`src/rtl/seg_scan_driver.sv`:
```
// seg_scan_driver: multiplexed hex 7-segment display driver.
// One digit per scan slot, input snapshotted once per frame.
module seg_scan_driver #(
  parameter int NUM_DIGITS     = 4,
  parameter int DIV            = 50000,
  parameter int GUARD          = 16,
  parameter int DIG_ACTIVE_LOW = 1,
  parameter int SEG_ACTIVE_LOW = 1
) (
  input  logic                    clk,
  input  logic                    rst_n,
  input  logic [4*NUM_DIGITS-1:0] data,
  input  logic [NUM_DIGITS-1:0]   dp,
  input  logic                    blank_lz,
  output logic [NUM_DIGITS-1:0]   digit,
  output logic [7:0]              segments,
  output logic                    frame
);

  localparam int CW = (DIV > 1) ? $clog2(DIV) : 1;
  localparam int IW = (NUM_DIGITS > 1) ? $clog2(NUM_DIGITS) : 1;

  localparam logic [NUM_DIGITS-1:0] DIG_OFF =
    (DIG_ACTIVE_LOW != 0) ? {NUM_DIGITS{1'b1}} : {NUM_DIGITS{1'b0}};
  localparam logic [7:0] SEG_OFF =
    (SEG_ACTIVE_LOW != 0) ? 8'hFF : 8'h00;

  logic [CW-1:0]           cnt;
  logic [IW-1:0]           idx;
  logic [4*NUM_DIGITS-1:0] sh_data;
  logic [NUM_DIGITS-1:0]   sh_dp;
  logic                    sh_blz;

  logic tick;
  logic last;
  logic snap;
  logic in_guard;

  logic [NUM_DIGITS-1:0] lz;
  logic [NUM_DIGITS-1:0] dig_hi;
  logic [7:0]            seg_hi;
  logic [3:0]            nib;
  logic                  dp_bit;
  logic                  blank_sel;

  assign tick = (cnt == CW'(DIV - 1));
  assign last = (idx == IW'(NUM_DIGITS - 1));
  assign snap = tick & last;

  generate
    if (GUARD > 0) begin : g_guard
      assign in_guard = (cnt < CW'(GUARD));
    end else begin : g_no_guard
      assign in_guard = 1'b0;
    end
  endgenerate

  function automatic logic [6:0] hex7(input logic [3:0] n);
    logic [6:0] s;
    unique case (n)
      4'h0: s = 7'h3F;
      4'h1: s = 7'h06;
      4'h2: s = 7'h5B;
      4'h3: s = 7'h4F;
      4'h4: s = 7'h66;
      4'h5: s = 7'h6D;
      4'h6: s = 7'h7D;
      4'h7: s = 7'h07;
      4'h8: s = 7'h7F;
      4'h9: s = 7'h6F;
      4'hA: s = 7'h77;
      4'hB: s = 7'h7C;
      4'hC: s = 7'h39;
      4'hD: s = 7'h5E;
      4'hE: s = 7'h79;
      default: s = 7'h71;
    endcase
    return s;
  endfunction

  // Slot prescaler: wraps every DIV cycles
  always_ff @(posedge clk or negedge rst_n) begin
    if (!rst_n) begin
      cnt <= '0;
    end else if (tick) begin
      cnt <= '0;
    end else begin
      cnt <= cnt + 1'b1;
    end
  end

  // Scan index advances once per slot
  always_ff @(posedge clk or negedge rst_n) begin
    if (!rst_n) begin
      idx <= '0;
    end else if (tick) begin
      if (last) idx <= '0;
      else      idx <= idx + 1'b1;
    end
  end

  // Frame snapshot so one frame never mixes old and new data
  always_ff @(posedge clk or negedge rst_n) begin
    if (!rst_n) begin
      sh_data <= '0;
      sh_dp   <= '0;
      sh_blz  <= 1'b0;
    end else if (snap) begin
      sh_data <= data;
      sh_dp   <= dp;
      sh_blz  <= blank_lz;
    end
  end

  // lz[i]: all shadow nibbles from i up to the top are zero
  always_comb begin
    logic run;
    run = 1'b1;
    lz  = '0;
    for (int i = NUM_DIGITS - 1; i >= 0; i--) begin
      run   = run & (sh_data[4*i +: 4] == 4'h0);
      lz[i] = run;
    end
  end

  // Select current digit and build active-high drive values
  always_comb begin
    nib       = 4'h0;
    dp_bit    = 1'b0;
    blank_sel = 1'b0;
    dig_hi    = '0;
    for (int i = 0; i < NUM_DIGITS; i++) begin
      if (idx == IW'(i)) begin
        nib       = sh_data[4*i +: 4];
        dp_bit    = sh_dp[i];
        blank_sel = (i != 0) && lz[i];
        dig_hi[i] = 1'b1;
      end
    end
    seg_hi = {dp_bit, (sh_blz && blank_sel) ? 7'h00 : hex7(nib)};
    if (in_guard) begin
      dig_hi = '0;
      seg_hi = 8'h00;
    end
  end

  // Registered pin drivers; polarity applied only here
  always_ff @(posedge clk or negedge rst_n) begin
    if (!rst_n) begin
      digit    <= DIG_OFF;
      segments <= SEG_OFF;
      frame    <= 1'b0;
    end else begin
      digit    <= dig_hi ^ DIG_OFF;
      segments <= seg_hi ^ SEG_OFF;
      frame    <= snap;
    end
  end

endmodule

```
`config.mk`:
```
export PLATFORM = sky130hd
export DESIGN_NAME = seg_scan_driver
export DESIGN_NICKNAME = d
export VERILOG_FILES = /design/src/rtl/seg_scan_driver.sv
export SDC_FILE = /design/constraint.sdc
export NUM_CORES = 1
export LEC_CHECK = 0
export ABC_AREA = 0
export CAP_MARGIN = 10
export CORE_MARGIN = 8
export CORE_UTILIZATION = 49
export DETAILED_ROUTE_END_ITERATION = 12
export PLACE_DENSITY = 0.75
export SLEW_MARGIN = 40
export SYNTH_ARGS = -nofsm -noshare
export SYNTH_HDL_FRONTEND = slang
export SYNTH_SLANG_ARGS = --single-unit
```
`constraint.sdc`:
```
create_clock -name clk -period 2.24 [get_ports clk]
set_input_delay 0.448 -clock clk [delete_from_list [all_inputs] [get_ports clk]]
set_output_delay 0.448 -clock clk [all_outputs]
set_load 0.02 [all_outputs]
```
==> flow_results.org <==
** Critical path
- CP Max Fanout :: 5
- Crit Path Category :: flop to flop
- In this run the worst setup path begins at idx[0].
- Worst reg2reg endpoint :: segments[1]
- For the worst setup path, the data required time is 2.48 ns.
- Critical path data arrival time :: 2.37 ns
- STA classifies the critical path endpoint as a flop.
- Number of cell instances on the worst register-to-register path :: 10
- Slack of the worst reg-to-reg path :: 0.11 ns
- Critical Path Source Type :: flop
- In this run the worst setup path terminates at segments[1].
- The startpoint identified for the worst register-to-register timing path is idx[0].

** Timing
- Worst slew pin tran :: 0.594 ns
- Once routing completed, OpenROAD measured the worst setup slack at 0.109 ns.
- Derived from the worst setup path, the maximum achievable clock frequency is 469 MHz.
- Setup violations remaining at the end of the flow were counted as 0.
- The final count of pins violating max slew is 0.
- Clock tree skew after final layout :: 0.00922 ns
- Headroom to the max-slew limit came out at 60.4%.
- Hold is met by 0.136 ns.
- The total count of hold-check failures in the final report is 0.
- Subtracting the final worst setup slack from the clock period gives 2.13 ns.
- Setup repair after global routing could not meet its margin everywhere.
- After layout, the worst path uses 95.1% of the clock period.

** Final layout
- Share of cells above drive strength 1 :: 27.0%
- Area growth, synth to finish :: 25.6%
- Fill cell total of the finished layout :: 415
- Number of inserted diodes :: 0
- Nets :: 303
- Final core occ :: 64.0%

** Detailed routing
- Number of design-rule violations left by the first detailed-router iteration :: 97
- First-pass iteration count of the detailed router :: 4
- Drt total wl :: 5300 µm
- Ratio of routed vias to standard cells :: 5.26
- The final route contains 1788 vias.
- Final routed DRC violation total :: 0
- After detailed routing, the average wire length per cell comes to 15.6 µm.
- Residual antenna-violating net count after detailed routing :: 0

** Pwr
- Ratio of total power to cell area :: 533 nW/µm²
- VDD sags by at most 0.000424 V.
- Static leakage power :: 0.00149 µW

** Synthesis
- Share of the yosys chip area belonging to registers :: 50.6%
- Per-instance average area after synthesis :: 11.8 µm²
- Most instantiated flip-flop cell in the synthesis netlist :: sky130_fd_sc_hd__dfrtp_1
- The number of nets handed over by synthesis was 254.
- Ranked by total cell area, the synthesized netlist is headed by sky130_fd_sc_hd__dfrtp_1, sky130_fd_sc_hd__dfstp_2, sky130_fd_sc_hd__mux2_4.
- Total standard cell area after synthesis :: 2600 µm²
- Post-synth cell types :: 41
- Number of flip-flops and latches in the synthesized netlist :: 52
- In the synthesized netlist the async set-or-reset flop fraction comes to 100%.
- Cell type with the highest aggregate area in the netlist :: sky130_fd_sc_hd__dfrtp_1
- Synthesis produced 220 cells.
- The Yosys step of the flow raised 0 warnings.
- Number of enable-type register cells in the synthesized netlist :: 0
- Share of Yosys cell area claimed by the top area cell type :: 38.5%

** Floorplan
- Die span in y :: 88.9 µm
- The initial utilization of the core area, before any placement, comes to 50.9%.
- The floorplan has 26 rows.
- Area of the core :: 5110 µm²
- Ports placed on the boundary :: 36
- Die W :: 88.9 µm
- The die covers 7900 µm².

** Run status
- Run status :: completed

** Worst hold path
- The min-delay analysis places its worst path in the category input pin to async pin.

** Global routing
- The via count of the first global-routing pass was 1893.
- Total congestion overflow :: 0
- Total GRT Usage :: 14.9%
- First-pass GRT wire length :: 9110 µm
- The number of antenna violations at the first check in global routing came to 0.
- Maximum number of pins on one net before global-route repair :: 28

** Clock network
- Worst-skew pair later-pin latency :: 0.30 ns
- TritonCTS Buffers :: 5
- Library cell used as clock root buffer :: sky130_fd_sc_hd__clkbuf_8
- TritonCTS built the clock tree.
- The number of hold buffers added after CTS was 0.
- Number of H-tree levels :: 2
- Clock Tree Buf Depth :: 2
- Clock-pin slew on the worst setup and hold paths :: 0.09 ns
- CTS sink cnt :: 52

** Job
- The tool flagged a number of max-cap violations equal to 0.

** Placed design
- Count of input and output buffers :: 35
- At the end of routability-driven placement, the weighted congestion stood at 0.865.
- Place WS :: 0.0135 ns
- Summed over all nets, the half-perimeter wirelength after detailed placement is 3850 µm.
flip-flops by register name (all words and copies together) (netlist names):
register	count
segments	8
sh_blz	1
digit	4
frame	1
cnt	16
sh_data	16
idx	2
sh_dp	4
where the power goes:
part | internal, µW | total, µW | switching, µW | leakage (µW)
clock | 253 | 544 | 291 | 0.0000455
sequential | 979 | 999 | 20.6 | 0.000620
combinational | 115 | 198 | 83.5 | 0.000826
synth_stat cells, drive strengths merged (3+ instances only):
library cell and n:
inv 7, nand2 27, xnor2 7, o21ai 4, nand3b 4, nand3 6
buf 5, dfrtp 40, nor4 5, nor2 18, o211ai 4, and3 3
xor2 7, dfstp 12, a311o 5, clkbuf 3, ha 11, nand4 3
mux2i 4, nor2b 3, mux2 21
logic make-up after synthesis:
logic type | count (synthesis) | synth area share [%]
and+or+nand+nor | 79 | 15.4
DFF | 52 | 50.6
muxes | 25 | 13.5
AOI/OAI and AO/OA | 24 | 7.55
buffers and inverters | 15 | 2.89
xor gates and xnor gates | 14 | 4.71
adders and majority gates | 11 | 5.29
metal layers:
| layer | track usage (%) | share of wire [%] | vias to the layer above |
|---|---|---|---|
| met2 | 24.9 | 50 | 37 |
| met3 | 3.34 | 4.5 | 9 |
| met4 | 5.68 | 1.4 | 0 |
| met5 | 0 | 0 | - |
| met1 | 18.0 | 44 | 879 |
| li1 | - | - | 863 |
per-stage QoR:
step / TNS (ns) / instance area (µm²) / power, µW / instances
floorplan: 0 / 2600 / 1100 / 220
global placement: 0 / 3100 / 1210 / 329
detailed placement: 0 / 3100 / 1210 / 329
CTS: 0 / 3190 / 1750 / 337
global route: -0.0414 / 3270 / 1810 / 340
finish: 0 / 3270 / 1740 / 340
worst max-delay path, cell delays in order, from the launching register on:
cell	delay (ns)
sky130_fd_sc_hd__dfrtp_2	0.46
sky130_fd_sc_hd__inv_4	0.10
sky130_fd_sc_hd__ha_4	0.16
sky130_fd_sc_hd__nand2_1	0.06
sky130_fd_sc_hd__o211ai_1	0.15
sky130_fd_sc_hd__o221a_2	0.23
sky130_fd_sc_hd__inv_1	0.10
sky130_fd_sc_hd__ha_1	0.32
sky130_fd_sc_hd__nor2_1	0.11
sky130_fd_sc_hd__a211oi_1	0.05
sky130_fd_sc_hd__a311o_1	0.33
worst min path at each step:
stage / start / end / slack, ns / cells after the start
floorplan: rst_n / cnt[0] / 0.15 / 0
global placement: cnt[0] / cnt[0] / 0.47 / 1
detailed placement: cnt[0] / cnt[0] / 0.48 / 1
CTS: rst_n / cnt[8] / 0.16 / 1
global route: rst_n / cnt[3] / 0.18 / 1
finish: rst_n / cnt[8] / 0.14 / 1
placed cells by master (no fill, tap or decap), types with 3 or more instances in the layout:
cell type / count
sky130_fd_sc_hd__a311o_1: 4
sky130_fd_sc_hd__and3_1: 3
sky130_fd_sc_hd__buf_4: 13
sky130_fd_sc_hd__clkbuf_8: 6
sky130_fd_sc_hd__clkdlybuf4s50_1: 34
sky130_fd_sc_hd__dfrtp_1: 39
sky130_fd_sc_hd__dfstp_2: 12
sky130_fd_sc_hd__ha_1: 7
sky130_fd_sc_hd__ha_4: 3
sky130_fd_sc_hd__inv_1: 4
sky130_fd_sc_hd__mux2_4: 20
sky130_fd_sc_hd__mux2i_1: 4
sky130_fd_sc_hd__nand2_1: 26
sky130_fd_sc_hd__nand3_1: 6
sky130_fd_sc_hd__nand3b_1: 4
sky130_fd_sc_hd__nand4_1: 3
sky130_fd_sc_hd__nor2_1: 17
sky130_fd_sc_hd__nor2b_1: 3
sky130_fd_sc_hd__nor4_1: 4
sky130_fd_sc_hd__o211ai_1: 4
sky130_fd_sc_hd__o21ai_0: 3
sky130_fd_sc_hd__xnor2_1: 7
sky130_fd_sc_hd__xor2_1: 7
layout make-up:
cell class	count	area (µm²)	area share, %
clock buffers	8	90.1	2.76
well taps	70	87.6	2.68
multi-input cells	153	1260	38.6
flip-flops and latches	52	1320	40.3
repair buffers	50	483	14.8
inverters	7	28.8	0.881
timing repair:
item,CTS,global route
setup buffers,0,3
gates resized for setup,1,14
endpoints found under the hold margin,0,0
pin swaps,0,1
endpoints found under the setup margin,1,7
No activity file was read; power rests on OpenSTA's default activity.
